===== src/rtl/quad_gen_pkg.sv =====
// rtl/quad_gen_pkg.sv - shared types and phase helpers for the quadrature encoder emulator
package quad_gen_pkg;

    typedef enum logic {
        IDLE = 1'b0,
        RUN  = 1'b1
    } state_t;

    localparam logic [1:0] PHASE_FWD = 2'd1;
    localparam logic [1:0] PHASE_REV = 2'd3;

    // Gray sequence: consecutive phases differ in exactly one of A/B
    function automatic logic [1:0] phase_to_ab(input logic [1:0] phase);
        logic [1:0] ab;
        case (phase)
            2'd0:    ab = 2'b00;
            2'd1:    ab = 2'b10;
            2'd2:    ab = 2'b11;
            default: ab = 2'b01;
        endcase
        return ab;
    endfunction

endpackage


===== src/rtl/quad_tick_div.sv =====
// rtl/quad_tick_div.sv - loadable auto-reloading down-counter that ticks at zero
module quad_tick_div #(
    parameter int W = 16
) (
    input  logic         clk,
    input  logic         reset,
    input  logic         load,
    input  logic [W-1:0] load_val,
    input  logic         en,
    output logic         tick
);

    logic [W-1:0] cnt;
    logic [W-1:0] reload;

    assign tick = en && (cnt == '0);

    always_ff @(posedge clk) begin
        if (reset) begin
            cnt    <= '0;
            reload <= '0;
        end else if (load) begin
            cnt    <= load_val;
            reload <= load_val;
        end else if (en) begin
            if (cnt == '0)
                cnt <= reload;
            else
                cnt <= cnt - W'(1);
        end
    end

endmodule


===== src/rtl/quad_encoder_gen.sv =====
// rtl/quad_encoder_gen.sv - quadrature A/B/Z generator driven by signed step commands
module quad_encoder_gen
    import quad_gen_pkg::*;
#(
    parameter int CNT_W    = 32,
    parameter int PERIOD_W = 16,
    parameter int PPR      = 1024
) (
    input  logic                clk,
    input  logic                reset,
    input  logic                cmd_valid,
    output logic                cmd_ready,
    input  logic [CNT_W-1:0]    cmd_steps,
    input  logic [PERIOD_W-1:0] cmd_period,
    input  logic                abort,
    output logic                A,
    output logic                B,
    output logic                Z,
    output logic                busy,
    output logic                done,
    output logic [CNT_W-1:0]    position
);

    localparam int ANG_W = $clog2(PPR);
    localparam logic [ANG_W-1:0] ANG_MAX = ANG_W'(PPR - 1);

    state_t              state;
    state_t              state_next;
    logic                dir;
    logic [CNT_W-1:0]    remaining;
    logic [1:0]          phase;
    logic [1:0]          phase_next;
    logic [ANG_W-1:0]    angle;
    logic [ANG_W-1:0]    angle_next;
    logic [CNT_W-1:0]    steps_abs;
    logic [PERIOD_W-1:0] div_load;
    logic                accept;
    logic                start;
    logic                edge_tick;
    logic                last_edge;

    assign accept    = cmd_valid && cmd_ready;
    assign start     = accept && (cmd_steps != '0);
    assign last_edge = edge_tick && (remaining == CNT_W'(1));

    // Two's-complement negate makes the most-negative command map to 2^(CNT_W-1)
    assign steps_abs = cmd_steps[CNT_W-1] ? (~cmd_steps + CNT_W'(1)) : cmd_steps;
    assign div_load  = (cmd_period == '0) ? '0 : (cmd_period - PERIOD_W'(1));

    quad_tick_div #(
        .W(PERIOD_W)
    ) u_div (
        .clk      (clk),
        .reset    (reset),
        .load     (start),
        .load_val (div_load),
        .en       (busy && !abort),
        .tick     (edge_tick)
    );

    always_ff @(posedge clk) begin
        if (reset)
            state <= IDLE;
        else
            state <= state_next;
    end

    always_comb begin
        state_next = state;
        cmd_ready  = 1'b0;
        busy       = 1'b0;
        case (state)
            IDLE: begin
                cmd_ready = !abort;
                if (cmd_valid && !abort && (cmd_steps != '0))
                    state_next = RUN;
            end
            RUN: begin
                busy = 1'b1;
                if (abort || last_edge)
                    state_next = IDLE;
            end
            default: state_next = IDLE;
        endcase
    end

    assign phase_next = phase + (dir ? PHASE_REV : PHASE_FWD);

    always_comb begin
        angle_next = angle;
        if (dir)
            angle_next = (angle == '0) ? ANG_MAX : (angle - ANG_W'(1));
        else
            angle_next = (angle == ANG_MAX) ? '0 : (angle + ANG_W'(1));
    end

    // A/B/Z all load from the same post-edge values so the index never skews
    always_ff @(posedge clk) begin
        if (reset) begin
            A         <= 1'b0;
            B         <= 1'b0;
            Z         <= 1'b1;
            done      <= 1'b0;
            dir       <= 1'b0;
            remaining <= '0;
            phase     <= 2'd0;
            angle     <= '0;
            position  <= '0;
        end else begin
            done <= 1'b0;
            if (accept) begin
                if (cmd_steps == '0) begin
                    done <= 1'b1;
                end else begin
                    dir       <= cmd_steps[CNT_W-1];
                    remaining <= steps_abs;
                end
            end
            if (edge_tick) begin
                phase     <= phase_next;
                {A, B}    <= phase_to_ab(phase_next);
                angle     <= angle_next;
                Z         <= (angle_next == '0);
                position  <= dir ? (position - CNT_W'(1)) : (position + CNT_W'(1));
                remaining <= remaining - CNT_W'(1);
                if (last_edge)
                    done <= 1'b1;
            end
        end
    end

endmodule


===== config.mk =====
export PLATFORM = sky130hd
export DESIGN_NAME = quad_encoder_gen
export DESIGN_NICKNAME = d
export VERILOG_FILES = /design/src/rtl/quad_gen_pkg.sv /design/src/rtl/quad_tick_div.sv /design/src/rtl/quad_encoder_gen.sv
export SDC_FILE = /design/constraint.sdc
export NUM_CORES = 1
export LEC_CHECK = 0
export CAP_MARGIN = 20
export CORE_MARGIN = 2
export CORE_UTILIZATION = 59
export CTS_CLUSTER_DIAMETER = 100
export DETAILED_ROUTE_END_ITERATION = 7
export GPL_TIMING_DRIVEN = 1
export PLACE_DENSITY = 0.82
export SYNTH_ARGS = -nofsm -noshare
export SYNTH_HDL_FRONTEND = slang
export SYNTH_SLANG_ARGS = --single-unit

===== constraint.sdc =====
create_clock -name clk -period 5.8 [get_ports clk]
set_input_delay 1.16 -clock clk [delete_from_list [all_inputs] [get_ports clk]]
set_output_delay 1.16 -clock clk [all_outputs]
set_load 0.02 [all_outputs]

==> summary.txt, run 1 <==
Die
  – DIE AREA: 15000 um^2
  – Initial core utilization: 0.601
  – Die height: 122 um
  – Core Area: 13800 um^2
  – Die Width: 122 um
  – FP Rows: 43
  – I/O Pins: 90

Setup path
  – Nature of the critical path startpoint: primary input
  – Critical Path RT: 6.15 ns
  – Maximum fanout along the worst path: 25
  – Max incr delay on CP: 0.70 ns
  – Sum of buffers and inverters on the critical path: 1
  – Critical path's slowest cell: o31a_1
  – CP Capture Type: register
  – Worst Path Arrival: 4.59 ns
  – Top Family by Delay on Critical Path: simple AND/OR/NAND/NOR gates
  – Worst Path Class, Setup: primary input to register
  – Worst-path cell chain: clkdlybuf4s50_1 -> or4_1 -> nor4_2 -> nand4b_1 -> o31a_1 -> nor2_1 -> o21ai_0 -> a31oi_1

Worst hold path
  – Hold WC Path Type: register to register

CTS
  – Clock Tree Buf Depth: 2
  – Clock Sinks: 114
  – Worst skew pair latency: 0.43 ns
  – Setup repair bufs after CTS: 0
  – Clk slew on worst S/H paths: 0.05 ns
  – Number of H-tree levels: 4
  – Quantity of hold-fixing buffers added after cts: 0
  – CTS tree: yes
  – Clock Root Buffer: clkbuf_16
  – Post-CTS Resized: 0
  – CTS buffer count: 17

Place
  – IO buf count: 89
  – Pre-CTS WS: 1.16 ns
  – Placed cell area: 9230 um^2
  – HPWL after DPL: 15200 um
  – GPL Wtd Cong: 0.887

Logic synthesis
  – Post-synth EDFFs: 0
  – Syn nets: 1235
  – Ys flop type: dfxtp_1
  – Post-synth cell types: 63
  – FF+latch count, synth: 114
  – Mapped Cells: 1143
  – Syn_area_per_cell: 7.24 um^2
  – Sequential area share after synthesis: 0.276
  – Synth warn: 0
  – Syn Std Cell Area: 8280 um^2
  – Async SR Flop Fraction: 0

Global route
  – Largest net degree at the start of global routing: 81
  – Overflow after GRT: 0
  – Initial antenna violation count: 0
  – First-pass GRT wire length: 35900 um
  – Number of global-route vias before repair: 7643
  – GR Util All Layers: 0.298

Detailed routing
  – Via count: 8595
  – DRC Markers: 0
  – Initial DRC count: 917
  – Drt pass-1 iters: 6
  – Routed wire length: 21800 um
  – Mean routed wirelength per cell: 15.7 um
  – Antenna viol nets, final: 0
  – Detailed-route vias per instance: 6.19

Job
  – Max cap viols: 0

Power and ir drop
  – Cell Pwr Density: 227 nW/um^2
  – Max VDD drop: 0.229 mV
  – Leakage: 3.55 nW
  – Total power: 2.22 mW

Timing
  – RSZ-0062 raised after global routing: false
  – Layout Skew: 0.00914 ns
  – Worst Tran Pin Value: 1.14 ns
  – Min Tclk post-route: 4.24 ns
  – Final WS setup: 1.56 ns
  – Final slew viol count: 0
  – Final setup viols: 0
  – Post-route setup TNS: 0 ns
  – Final hold vios: 0
  – Slew HR: 0.230
  – Part of the cycle the worst path needs: 0.732
  – Max frequency: 0.236 GHz

Cells and area
  – Final core utilization: 0.710
  – Share of post-route cells with drive strength above 1: 0.0463
  – Antenna Cells: 0
  – Most common cell after layout, fill and taps aside: nand2_1
  – Most frequent cells in the layout: 162 x nand2_1, 117 x a21oi_1, 113 x dfxtp_1
  – Final nets: 1289
  – Area grow syn2layout: 18.1%
  – Fin area: 9780 um^2

Run status
  – Status: finished clean
cells in the mapped netlist, drive strengths merged, types with 15 or more instances:
| cell type | count | area, um^2 |
|---|---|---|
| nand2 | 162 | 608 |
| a21oi | 117 | 586 |
| dfxtp | 114 | 2280 |
| nor2 | 102 | 383 |
| o21ai | 85 | 425 |
| xnor2 | 58 | 508 |
| clkbuf | 51 | 191 |
| nand3 | 43 | 215 |
| nor3 | 40 | 205 |
| ha | 39 | 488 |
| a31oi | 29 | 181 |
| a211oi | 26 | 195 |
| inv | 22 | 82.6 |
| nor4 | 22 | 150 |
| o31ai | 19 | 156 |
| xor2 | 19 | 166 |
| or3 | 15 | 93.8 |
| or4 | 15 | 113 |
routing by layer:
| metal | up-vias | track usage | wire, um |
|---|---|---|---|
| li1 | 4281 | - | - |
| met1 | 3920 | 0.409 | 9810 |
| met2 | 346 | 0.459 | 9980 |
| met3 | 48 | 0.0539 | 1520 |
| met4 | 0 | 0.127 | 475 |
| met5 | - | 0 | 0 |
power breakdown:
group / leakage [nW] / switching [mW] / internal, mW
Sequential: 0.927 / 0.0318 / 0.815
Combinational: 2.37 / 0.237 / 0.160
Clock: 0.258 / 0.370 / 0.605
Total: 3.55 / 0.639 / 1.58
final timing paths:
check                 from             to  slack [ns]  depth (start not counted)
max          cmd_steps[12]  u_div.cnt[14]        1.56                          8
min                      A              A        0.45                          2
max reg2reg   u_div.cnt[7]  remaining[17]        2.13                          7
min reg2reg              A              A        0.45                          2
layout make-up:
class	instances	area, um^2
multi-input combinational	942	5660
fill	1193	3990
sequential	114	2280
timing repair buffer	100	983
clock buffer	22	464
tap	180	225
clock inverter	9	83.8
inverter	22	82.6
worst min-delay path, stage by stage, from the launching register on:
cell and delay, ns:
dfxtp_1 0.30, nand2_1 0.05, a21oi_1 0.05
metrics by stage:
step	instances	hold slack, ns
CTS	1389	0.454
finish	1389	0.450
floorplan	1143	0.432
global placement	1358	0.443
global route	1389	0.473
detailed placement	1358	0.446
registers in the layout, indices dropped and copies added, names as in the netlist:
signal / flops
angle: 10
phase: 2
u_div.reload: 16
position: 32
A: 1
done: 1
Z: 1
state: 1
dir: 1
u_div.cnt: 16
remaining: 32
B: 1
logic make-up (layout without fill, tap and decap cells):
logic type,count (synthesis),after routing,synth area share
AND/OR/NAND/NOR,469,469,0.272
buffers and inverters,87,153,0.0419
multiplexers,7,7,0.00876
XOR/XNOR,77,77,0.0814
AO/OA/AOI/OAI,349,349,0.259
adder cells (fa/ha/maj),40,40,0.0613
flip-flops,114,114,0.276
No activity file was read; power rests on OpenSTA's default activity.
==> run 2, diff against run 1 <==
--- a/config.mk
+++ b/config.mk
@@ -7,11 +7,11 @@
 export LEC_CHECK = 0
 export CAP_MARGIN = 20
 export CORE_MARGIN = 2
-export CORE_UTILIZATION = 59
+export CORE_UTILIZATION = 58
 export CTS_CLUSTER_DIAMETER = 100
 export DETAILED_ROUTE_END_ITERATION = 7
 export GPL_TIMING_DRIVEN = 1
-export PLACE_DENSITY = 0.82
+export PLACE_DENSITY = 0.81
 export SYNTH_ARGS = -nofsm -noshare
 export SYNTH_HDL_FRONTEND = slang
 export SYNTH_SLANG_ARGS = --single-unit
==> constraint.sdc (replaced) <==
create_clock -name clk -period 4.1 [get_ports clk]
set_input_delay 0.82 -clock clk [delete_from_list [all_inputs] [get_ports clk]]
set_output_delay 0.82 -clock clk [all_outputs]
set_load 0.02 [all_outputs]
==> run 2 against run 1 <==
Effect of this change:
- via count rose by 1.7%
- wire length rose by 1.8%
- clock-buffer cell count fell by 2
- power rose by 47%
- register-to-register slack got worse by 1.6 ns
- worst setup slack got worse by 0.99 ns
- largest power group unchanged
- clock skew fell by 0.0026 ns
- die area rose by 1.7%
- combinational power rose by 42%
- sequential share of layout area fell by 0.28 points
- final area rose by 1.2%
- first-iteration DRC count fell by 2.9%
==> summary.txt, run 2 (synthesis results as in run 1) <==
Setup path
  – Worst R2R Path Depth: 9 (was 7)
  – CP Capture Type: register (unchanged)
  – R2R Setup Slk: 0.56 ns (was 2.13 ns)
  – Critical Path RT: 4.41 ns (was 6.15 ns)
  – Nature of the critical path startpoint: register (was primary input)
  – Maximum fanout along the worst path: 31 (was 25)
  – Worst Path Arrival: 3.84 ns (was 4.59 ns)
  – Worst Path Class, Setup: register to register (was primary input to register)

Timing
  – RSZ-0062 raised after global routing: false (unchanged)
  – Part of the cycle the worst path needs: 0.863
  – Final hold vios: 0 (unchanged)
  – Max frequency: 0.283 GHz
  – Post-route setup TNS: 0 ns (unchanged)
  – Slew HR: 0.307 (was 0.230)
  – Layout Skew: 0.00650 ns (was 0.00914 ns)
  – Min Tclk post-route: 3.54 ns
  – Final slew viol count: 0 (unchanged)
  – Final setup viols: 0 (unchanged)
  – Worst Tran Pin Value: 1.03 ns (was 1.14 ns)

Detailed routing
  – Routed wire length: 22200 um (was 21800 um)
  – Mean routed wirelength per cell: 15.9 um (was 15.7 um)
  – DRC Markers: 0 (unchanged)
  – Antenna viol nets, final: 0 (unchanged)
  – Detailed-route vias per instance: 6.25 (was 6.19)
  – Drt pass-1 iters: 7 (was 6)
  – Initial DRC count: 890 (was 917)
  – Via count: 8741 (was 8595)

Job
  – Max cap viols: 0 (unchanged)

Global route
  – Largest net degree at the start of global routing: 70 (was 81)
  – Initial antenna violation count: 0 (unchanged)
  – Overflow after GRT: 0 (unchanged)
  – First-pass GRT wire length: 36300 um (was 35900 um)
  – Number of global-route vias before repair: 7721 (was 7643)
  – GR Util All Layers: 0.295 (was 0.298)

Power and ir drop
  – Leakage: 3.62 nW (was 3.55 nW)
  – Cell Pwr Density: 330 nW/um^2 (was 227 nW/um^2)
  – Total power: 3.27 mW (was 2.22 mW)
  – Max VDD drop: 0.333 mV (was 0.229 mV)

Cells and area
  – Layout Cells excl Fill: 1399 (was 1389)
  – Final nets: 1300 (was 1289)
  – Most frequent cells in the layout: 162 x nand2_1, 117 x a21oi_1, 113 x dfxtp_1 (unchanged)
  – Most common cell after layout, fill and taps aside: nand2_1 (unchanged)
  – Area grow syn2layout: 19.6% (was 18.1%)
  – Antenna Cells: 0 (unchanged)
  – Share of post-route cells with drive strength above 1: 0.0550 (was 0.0463)
  – Biggest regs: position x32, remaining x32 (unchanged)

CTS
  – Quantity of hold-fixing buffers added after cts: 0 (unchanged)
  – Clock Root Buffer: clkbuf_16 (unchanged)
  – Number of H-tree levels: 4 (unchanged)
  – Clock Sinks: 114 (unchanged)
  – Worst skew pair latency: 0.42 ns (was 0.43 ns)
  – Clk slew on worst S/H paths: 0.06 ns (was 0.05 ns)
  – Clock Tree Buf Depth: 2 (unchanged)
  – CTS buffer count: 17 (unchanged)
  – Setup repair bufs after CTS: 0 (unchanged)
  – CTS tree: yes (unchanged)
  – Post-CTS Resized: 0 (unchanged)

Place
  – Placed cells: 1369 (was 1358)
  – GPL Wtd Cong: 0.948 (was 0.887)
  – HPWL after DPL: 15700 um (was 15200 um)
  – IO buf count: 89 (unchanged)

Die
  – Core Area: 13900 um^2 (was 13800 um^2)
  – FP Rows: 43 (unchanged)
  – Initial core utilization: 0.594 (was 0.601)
  – Die height: 123 um (was 122 um)
  – Die Width: 123 um (was 122 um)
  – I/O Pins: 90 (unchanged)
  – DIE AREA: 15200 um^2 (was 15000 um^2)

Worst hold path
  – Hold WC Path Type: register to register (unchanged)
  – Worst Hold Depth: 2 (unchanged)

Run status
  – Status: finished clean (unchanged)
run 2: path summary, 6_finish.rpt:
| check | endpoint | startpoint |
|---|---|---|
| worst max-delay path | position[28] | dir |
| worst min-delay path | u_div.reload[2] | u_div.reload[2] |
| worst max register to register | position[28] | dir |
| worst min register to register | u_div.reload[2] | u_div.reload[2] |
run 2: stage by stage:
stage	area (um^2)	utilization	worst slack [ns]	hold WS, ns
floorplan	8280	-	0.862	0.432
detailed placement	9310	0.668	0.209	0.447
finish	9900	0.711	0.562	0.454
CTS	9900	0.711	0.629	0.455
global route	9900	0.711	0.188	0.473
global placement	9310	0.668	0.269	0.440
run 2: critical path, cell delays in order, from the launching register on:
cell and delay [ns]:
dfxtp_2 0.78, ha_1 0.35, nand3_1 0.14, nor2_1 0.21, o221ai_1 0.19, a211oi_1 0.67, a31oi_1 0.25, o31ai_1 0.51
and4_1 0.26, a211oi_1 0.05
run 2: power breakdown:
group | switching, mW | leakage (nW) | internal [mW]
sequential | 0.0477 | 0.927 | 1.15
combinational | 0.334 | 2.42 | 0.231
clock | 0.527 | 0.280 | 0.975
total | 0.909 | 3.62 | 2.36
run 2: area by class of cell:
| cell class | instances | area [um^2] |
|---|---|---|
| multi-input cells | 942 | 5650 |
| clock inverters | 10 | 135 |
| flip-flops and latches | 114 | 2280 |
| repair buffers | 111 | 1070 |
| inverters | 22 | 82.6 |
| fillers | 1205 | 4030 |
| clock buffers | 20 | 457 |
| well taps | 180 | 225 |
run 2: routing by layer:
layer | GRT usage | vias up | routed length [um]
li1 | - | 4305 | -
met1 | 0.397 | 4058 | 10100
met5 | 0 | - | 0
met2 | 0.478 | 338 | 10300
met4 | 0.105 | 0 | 441
met3 | 0.0480 | 40 | 1340
